--- config.mk ---
export PLATFORM = sky130hd
export DESIGN_NAME = fi_fairness_mon_flat
export DESIGN_NICKNAME = d
export VERILOG_FILES = /design/src/rtl/fi_fairness_pkg.sv /design/src/rtl/fi_fairness_mon_if.sv /design/src/rtl/fi_fairness_chan.sv /design/src/rtl/fi_fairness_mon.sv /design/src/flat_wrapper.sv
export SDC_FILE = /design/constraint.sdc
export NUM_CORES = 1
export LEC_CHECK = 0
export ABC_AREA = 1
export CELL_PAD_IN_SITES_DETAIL_PLACEMENT = 1
export CELL_PAD_IN_SITES_GLOBAL_PLACEMENT = 1
export CORE_UTILIZATION = 41
export DETAILED_ROUTE_END_ITERATION = 12
export PLACE_DENSITY = 0.88
export SYNTH_ARGS = -nofsm -noshare
export SYNTH_HDL_FRONTEND = slang
export SYNTH_SLANG_ARGS = --single-unit
--- constraint.sdc ---
create_clock -name clock -period 2.5 [get_ports clock]
set_input_delay 0.375 -clock clock [delete_from_list [all_inputs] [get_ports clock]]
set_output_delay 0.375 -clock clock [all_outputs]
set_load 0.05 [all_outputs]
--- src/rtl/fi_fairness_pkg.sv ---
// Shared constants for the fairness monitor: cause bit positions and
// the outstanding-counter width helper.
package fi_fairness_pkg;

    localparam int unsigned CAUSE_STALL  = 0;
    localparam int unsigned CAUSE_LAT    = 1;
    localparam int unsigned CAUSE_ORPHAN = 2;
    localparam int unsigned CAUSE_OVF    = 3;
    localparam int unsigned CAUSE_W      = 4;

    // One spare code above MAX_OUT so overflow is representable.
    function automatic int unsigned out_width(input int unsigned max_out);
        return $clog2(max_out + 2);
    endfunction

endpackage

--- src/rtl/fi_fairness_mon_if.sv ---
// Per-channel request/grant and response/acknowledge signals observed by
// the fairness monitor; the harness drives them, the monitor only listens.
interface fi_fairness_mon_if #(
    parameter int unsigned NCH = 3
);
    logic [NCH-1:0] ch_req;
    logic [NCH-1:0] ch_gnt;
    logic [NCH-1:0] ch_recv;
    logic [NCH-1:0] ch_ack;

    modport master (output ch_req, output ch_gnt, output ch_recv, output ch_ack);
    modport slave  (input  ch_req, input  ch_gnt, input  ch_recv, input  ch_ack);
endinterface

--- src/rtl/fi_fairness_chan.sv ---
// One monitored channel: outstanding/stall/latency counters, the
// combinational fair term and the sticky violation causes.
module fi_fairness_chan
    import fi_fairness_pkg::*;
#(
    parameter int unsigned MAX_STALL = 3,
    parameter int unsigned MAX_OUT   = 3,
    parameter int unsigned MAX_LAT   = 5,
    parameter int unsigned LAT_MODE  = 1,
    parameter int unsigned OW        = 3
) (
    input  logic               clock,
    input  logic               resetn,
    input  logic               i_req,
    input  logic               i_gnt,
    input  logic               i_recv,
    input  logic               i_ack,
    input  logic               i_clr,
    output logic               o_fair,
    output logic               o_viol,
    output logic [CAUSE_W-1:0] o_cause,
    output logic [OW-1:0]      o_outstanding
);

    localparam int unsigned SW = $clog2(MAX_STALL + 1);
    localparam int unsigned LW = $clog2(MAX_LAT + 2);
    localparam logic [SW-1:0] STALL_LIM = SW'(MAX_STALL);
    localparam logic [LW-1:0] LAT_LIM   = LW'(MAX_LAT);
    localparam logic [OW-1:0] OUT_LIM   = OW'(MAX_OUT);

    logic [OW-1:0]      r_out;
    logic [SW-1:0]      r_stall;
    logic [LW-1:0]      r_lat;
    logic [CAUSE_W-1:0] r_cause;
    logic               r_viol;

    logic               w_req_hs;
    logic               w_rsp_hs;
    logic [OW-1:0]      w_out_nxt;
    logic [SW-1:0]      w_stall_nxt;
    logic [LW-1:0]      w_lat_nxt;
    logic [CAUSE_W-1:0] w_cause_now;

    assign w_req_hs = i_req && i_gnt;
    assign w_rsp_hs = i_recv && i_ack;

    // A response at zero outstanding is an orphan and never decrements, so
    // a coincident grant still counts; with work in flight they cancel.
    always_comb begin
        w_out_nxt = r_out;
        if (w_req_hs && !(w_rsp_hs && r_out != '0)) begin
            if (r_out != '1) w_out_nxt = r_out + OW'(1);
        end else if (!w_req_hs && w_rsp_hs && r_out != '0) begin
            w_out_nxt = r_out - OW'(1);
        end
    end

    always_comb begin
        w_stall_nxt = '0;
        if (i_req && !i_gnt) w_stall_nxt = (r_stall == '1) ? r_stall : r_stall + SW'(1);
    end

    always_comb begin
        w_lat_nxt = (r_lat == '1) ? r_lat : r_lat + LW'(1);
        if (r_out == '0 || (LAT_MODE != 0 && w_rsp_hs)) w_lat_nxt = '0;
    end

    always_comb begin
        w_cause_now               = '0;
        w_cause_now[CAUSE_STALL]  = r_stall >= STALL_LIM;
        w_cause_now[CAUSE_LAT]    = r_lat > LAT_LIM;
        w_cause_now[CAUSE_ORPHAN] = i_recv && (r_out == '0);
        w_cause_now[CAUSE_OVF]    = r_out > OUT_LIM;
    end

    always_ff @(posedge clock or negedge resetn) begin
        if (!resetn) begin
            r_out   <= '0;
            r_stall <= '0;
            r_lat   <= '0;
            r_cause <= '0;
            r_viol  <= 1'b0;
        end else begin
            r_out   <= w_out_nxt;
            r_stall <= w_stall_nxt;
            r_lat   <= w_lat_nxt;
            r_cause <= (i_clr ? '0 : r_cause) | w_cause_now;
            r_viol  <= (i_clr ? 1'b0 : r_viol) | (|w_cause_now);
        end
    end

    assign o_fair        = ~|w_cause_now;
    assign o_viol        = r_viol;
    assign o_cause       = r_cause;
    assign o_outstanding = r_out;

endmodule

--- src/rtl/fi_fairness_mon.sv ---
// Fairness monitor top: one fi_fairness_chan per channel, packed outputs
// and the all-channels-fair reduction.
module fi_fairness_mon
    import fi_fairness_pkg::*;
#(
    parameter int unsigned NCH       = 3,
    parameter int unsigned MAX_STALL = 3,
    parameter int unsigned MAX_OUT   = 3,
    parameter int unsigned MAX_LAT   = 5,
    parameter int unsigned LAT_MODE  = 1,
    localparam int unsigned OW       = out_width(MAX_OUT)
) (
    input  logic                   clock,
    input  logic                   resetn,
    fi_fairness_mon_if.slave       mon,
    input  logic                   clr_sticky,
    output logic [NCH-1:0]         fair,
    output logic                   all_fair,
    output logic [NCH-1:0]         viol,
    output logic [CAUSE_W*NCH-1:0] cause,
    output logic [OW*NCH-1:0]      outstanding
);

    for (genvar g = 0; g < NCH; g++) begin : g_chan
        fi_fairness_chan #(
            .MAX_STALL (MAX_STALL),
            .MAX_OUT   (MAX_OUT),
            .MAX_LAT   (MAX_LAT),
            .LAT_MODE  (LAT_MODE),
            .OW        (OW)
        ) u_chan (
            .clock         (clock),
            .resetn        (resetn),
            .i_req         (mon.ch_req[g]),
            .i_gnt         (mon.ch_gnt[g]),
            .i_recv        (mon.ch_recv[g]),
            .i_ack         (mon.ch_ack[g]),
            .i_clr         (clr_sticky),
            .o_fair        (fair[g]),
            .o_viol        (viol[g]),
            .o_cause       (cause[g*CAUSE_W +: CAUSE_W]),
            .o_outstanding (outstanding[g*OW +: OW])
        );
    end

    assign all_fair = &fair;

endmodule

--- src/flat_wrapper.sv ---
// flat-port wrapper written by rule: the top's interface ports become plain ports
module fi_fairness_mon_flat import fi_fairness_pkg::*;
#(
    parameter int unsigned NCH       = 3,
    parameter int unsigned MAX_STALL = 3,
    parameter int unsigned MAX_OUT   = 3,
    parameter int unsigned MAX_LAT   = 5,
    parameter int unsigned LAT_MODE  = 1,
    localparam int unsigned OW       = out_width(MAX_OUT)
)
  (clock, resetn, clr_sticky, fair, all_fair, viol, cause, outstanding, mon_ch_req, mon_ch_gnt, mon_ch_recv, mon_ch_ack);
  fi_fairness_mon_if #(.NCH(NCH)) mon_i ();
  input  logic clock;
  input  logic resetn;
  input  logic clr_sticky;
  output logic [NCH-1:0] fair;
  output logic all_fair;
  output logic [NCH-1:0] viol;
  output logic [CAUSE_W*NCH-1:0] cause;
  output logic [OW*NCH-1:0] outstanding;
  input wire logic [$bits(mon_i.ch_req)-1:0] mon_ch_req;
  input wire logic [$bits(mon_i.ch_gnt)-1:0] mon_ch_gnt;
  input wire logic [$bits(mon_i.ch_recv)-1:0] mon_ch_recv;
  input wire logic [$bits(mon_i.ch_ack)-1:0] mon_ch_ack;
  assign mon_i.ch_req = mon_ch_req;
  assign mon_i.ch_gnt = mon_ch_gnt;
  assign mon_i.ch_recv = mon_ch_recv;
  assign mon_i.ch_ack = mon_ch_ack;
  fi_fairness_mon #(.NCH(NCH), .MAX_STALL(MAX_STALL), .MAX_OUT(MAX_OUT), .MAX_LAT(MAX_LAT), .LAT_MODE(LAT_MODE)) u_core (.clock(clock), .resetn(resetn), .mon(mon_i), .clr_sticky(clr_sticky), .fair(fair), .all_fair(all_fair), .viol(viol), .cause(cause), .outstanding(outstanding));
endmodule
* Word level (Yosys, flattened, before mapping) *
Cells that the tools add are included.

word-level totals
  register bits = 39
  input port bits = 15
  logic and storage cells = 142
  output and inout port bits = 28

operators by class
  order comparisons = 9
  reductions and logical operators = 55
  equality and inequality tests = 18
  add/subtract/negate cells = 12
  muxes and demuxes = 27
  bitwise logic cells = 6

operator list
  operator               count
  $mux W3                15
  $logic_and A1 B1 Y1    24
  $add A3 B1 Y3 const B  6
  $logic_not A1 Y1       12
  $mux W2                6
  $mux W4                3
  $ne A2 B1 Y1 const B   6
  $or A4 B4 Y4           3
  $reduce_or A4 Y1       3
  $eq A3 B3 Y1 const B   3
  $gt A3 B2 Y1 const B   3
  $gt A3 B3 Y1 const B   3
  $logic_not A3 Y1       3
  $ne A3 B3 Y1 const B   3
  $reduce_bool A3 Y1     3
  $sub A3 B1 Y3 const B  3
  $add A2 B1 Y2 const B  3
  $eq A2 B2 Y1 const B   3
  $ge A2 B2 Y1 const B   3
  $ne A2 B2 Y1 const B   3
  $reduce_and A2 Y1      3
  $reduce_bool A2 Y1     3
  $logic_or A1 B1 Y1     3
  $mux W1                3
  2 further kinds        4

* Depth between registers and ports, before layout *
  depth after elaboration = 6
  mapped depth = 11

* Modules after synthesis *
Synthesis repeated with hierarchy kept, for this count alone.

unflattened totals
  cells, all modules = 228
  area total of the unflattened synthesis = 2048.2 µm²

modules (own cells, without submodules)
  module            area an instance (µm²)  cells each  seq. area each (µm²)  times used
  fi_fairness_chan  678.2                   75          325.3                 3
  fi_fairness_mon   13.8                    3           0.0                   1

* Worst setup path before layout *
Ideal clock, no wire load.

  kind = flip-flop to output port
  start point = register u_core.g_chan[1].u_chan.r_out[1]
  end point = output port all_fair
  data arrival time = 2.137 ns
  path slack = -0.012 ns
  cell stages (with the launch flop) = 5
  data required time = 2.125 ns
  cell sequence = dfrtp_1 inv_1 nand3_1 nand4_1 nor3_1

on the way
  longest elaborated chain between the ends = 5

ends and longest elaborated chain
  what                                                                  line                    RTL
  start, declared                                                       fi_fairness_chan.sv:31  logic [OW-1:0] r_out;
  start signal, assigned                                                fi_fairness_chan.sv:84  r_out <= w_out_nxt;
  parallel branches: the longest is 2 deep, another holds $gt A3 B2 Y1  --
  $reduce_or A4 Y1 (*)                                                  fi_fairness_chan.sv:92  assign o_fair = ~|w_cause_now;
  $logic_not A1 Y1 (*)                                                  fi_fairness_chan.sv:92
  $reduce_and A3 Y1 (*)                                                 fi_fairness_mon.sv:46   assign all_fair = &fair;
  end, declared                                                         flat_wrapper.sv:17      output logic all_fair;

Every way passes the cells marked *.

* Final worst setup path *
  start point = register u_core.g_chan[1].u_chan.r_stall[0]
  end point = output port all_fair

on the way
  longest elaborated chain between the ends = 4

ends and longest elaborated chain
  what                    line                    RTL
  start, declared         fi_fairness_chan.sv:32  logic [SW-1:0] r_stall;
  start signal, assigned  fi_fairness_chan.sv:85  r_stall <= w_stall_nxt;
  $ge A2 B2 Y1            fi_fairness_chan.sv:70  w_cause_now[CAUSE_STALL] = r_stall >= STALL_LIM;
  $reduce_or A4 Y1        fi_fairness_chan.sv:92
  $logic_not A1 Y1        fi_fairness_chan.sv:92
  $reduce_and A3 Y1       fi_fairness_mon.sv:46

Every way passes these cells.

==> results.yml <==
layout:
  nets: 303
  area_growth_pct: 26.6
  layout_common_cells: "39 x dfrtp_1, 38 x nand2_1, 37 x inv_1, 37 x clkdlybuf4s50_1"
  postLayoutCoreUtil_pct: 54.3
  finalInstanceArea_um2: 2580
  fillers: 574
  antennaDiodeCount: 0
  final_common_cell: "dfrtp_1"
  drive_above_1_share_pct: 12.8
  fin_cells: 341
power_and_ir_drop:
  power_frac_seq_pct: 31.6
  p_leak_nw: 1.28
  pwr-share-clk_pct: 11.4
  powerDensity_nw_per_um2: 1340
  switchingPower_mw: 1.74
  p_sw_share_pct: 50.3
  comb_power_share_pct: 57.0
  peakVddDrop_mv: 0.565
  finalPower_mw: 3.46
  p_int_mw: 1.72
sta:
  finalSetupViolCount: 0
  hold_viol: 0
  whs_ns: 0.189
  period_share_pct: 81.5
  slew_headroom_pct: 41.4
  worstMarginPinSlew_ns: 0.878
  fmax_mhz: 491
  skew_ns: 0.00914
  drv_slew: 0
  setup_ws_ns: 0.464
  fin_crit_ns: 2.04
  setup_tns_ns: 0
  rsz0062_at_grt: "no"
placement:
  routabilityCongestion: 0.757
  port_buffers: 42
  post-dp-hpwl_um: 3540
  pre_cts_ws_ns: 0.517
  placed_cell_area_um2: 2510
  dpl.cell_count: 335
clock_tree:
  cts_resized: 0
  postCtsSetupRepairBufs: 0
  cts_buffers: 5
  clk_pin_slew_worst_paths_ns: 0.07
  clock_sinks: 39
  insertion_delay_ns: 0.29
  cts_buffer_depth: 2
  cts_tree: "built"
  htree_num_levels: 2
  clock-root-buffer: "clkbuf_8"
  cts_hold_buf: 0
setup_path:
  cp.arrival_ns: 1.66
  r2r-end: "u_core.g_chan[1].u_chan.o_outstanding[2]"
  path_cells: "ha_1 > inv_1 > nand4_1 > nor3_2 > buf_12"
  cp.depth: 5
  cp.buffers_inverters: 2
  endpoint_kind: "output port"
  cp_max_fo: 4
  max_stage_delay_ns: 0.39
  crit_start: "u_core.g_chan[1].u_chan.r_stall[0]"
  crit_type: "register to output port"
  critPathLaunchType: "register"
  r2r-start: "u_core.g_chan[1].u_chan.o_outstanding[0]"
  rrSetupSlack_ns: 0.79
  cp_slowest_cell: "dfrtp_1"
  critPathTopFamily: "simple AND/OR/NAND/NOR gates"
  reg2regPathDepth: 11
  required_ns: 2.12
detailed_routing:
  wl_per_cell_um: 13.5
  vias: 1647
  antenna_left: 0
  drtIter0Drc: 21
  drc: 0
  vias_per_cell: 4.83
  routed_wl_um: 4590
  first_pass_iters: 4
grt:
  track_usage_pct: 20.0
  grt_max_degree: 40
  antenna_found_initial: 0
  grt_pass1_wl_um: 8000
  grt_overflow: 0
  grt_pass1_vias: 1737
logic_synthesis:
  synth_cell_types: 24
  synthCells: 233
  yosysSeqAreaShare_pct: 47.9
  synth_nets: 261
  synth_seq_cells: 39
  postSynthAreaPerCell_um2: 8.75
  mappedNetlistArea_um2: 2040
  ys_warn_count: 0
job:
  drv_cap: 0
floorplan:
  boundaryPins: 43
  die_area_um2: 5260
  rows: 25
  core_um2: 4750
  die_w_um: 72.5
  initial_core_util_pct: 42.9
  die_h_um: 72.5
run_status:
  status: "completed"
worst_hold_path:
  hold_class: "input port to asynchronous set/reset pin"
power groups by stage:
stage | Combinational [mW] | Clock (mW) | Sequential (mW)
final | 1.97 | 0.393 | 1.10
after global routing | 2.14 | 0.429 | 1.14
after global placement | 1.91 | 0 | 1.10
after detailed placement | 1.98 | 0 | 1.11
after CTS | 2.00 | 0.400 | 1.10
after floorplan | 0.935 | 0 | 1.54
worst max path at each step:
stage	slack, ns	end
3_3_place_gp	0.54	all_fair
4_1_cts	0.45	all_fair
6_report	0.46	all_fair
2_1_floorplan	0.39	all_fair
3_5_place_dp	0.52	u_core.g_chan[0].u_chan.o_outstanding[2]
5_1_grt	0.34	all_fair
kinds of logic (layout without fill, tap and decap cells):
logic type | Yosys count | count (layout) | share of synthesized area, %
AO/OA/AOI/OAI | 33 | 33 | 8.34
XOR/XNOR | 6 | 6 | 2.58
adder cells (fa/ha/maj) | 13 | 13 | 9.08
buffers and inverters | 51 | 92 | 10.5
flip-flops | 39 | 39 | 47.9
multiplexers | 1 | 1 | 0.491
AND/OR/NAND/NOR | 90 | 90 | 21.2
flip-flops by register name, indices dropped and copies added, names as in the netlist:
name / count
u_core.g_chan.u_chan.o_viol: 3
u_core.g_chan.u_chan.o_cause: 12
u_core.g_chan.u_chan.o_outstanding: 9
u_core.g_chan.u_chan.r_lat: 9
u_core.g_chan.u_chan.r_stall: 6
routing by layer:
layer  part of all wire (%)  vias up  track usage, %  wire length [um]
li1                       -      804               -                 -
met1                     44      800            24.0              2010
met2                     51       33            34.7              2330
met3                    3.3       10            4.86               151
met4                    2.1        0            7.19                97
met5                      0        -               0                 0
cells in the mapped netlist (all sizes together):
| cell type | n | area, um^2 |
|---|---|---|
| nand2 | 50 | 228 |
| inv | 43 | 161 |
| dfrtp | 39 | 976 |
| o21ai | 22 | 110 |
| nand3 | 20 | 115 |
| nor2 | 17 | 71.3 |
| ha | 10 | 125 |
| a21oi | 9 | 45.0 |
| buf | 6 | 45.0 |
| xor2 | 6 | 52.6 |
| fa | 3 | 60.1 |
| nand4 | 2 | 12.5 |
| clkbuf | 1 | 3.75 |
| clkinv | 1 | 3.75 |
| mux2i | 1 | 10.0 |
| nor3 | 1 | 5.00 |
| o211ai | 1 | 7.51 |
| o21bai | 1 | 7.51 |
final cells by class:
class / count / area [um^2] / area share (%)
clock buffers: 6 / 72.6 / 2.81
inverters: 44 / 165 / 6.40
multi-input cells: 143 / 855 / 33.1
flip-flops and latches: 39 / 976 / 37.8
well taps: 67 / 83.8 / 3.25
repair buffers: 42 / 430 / 16.7
Power figures use the tool's default switching activity.
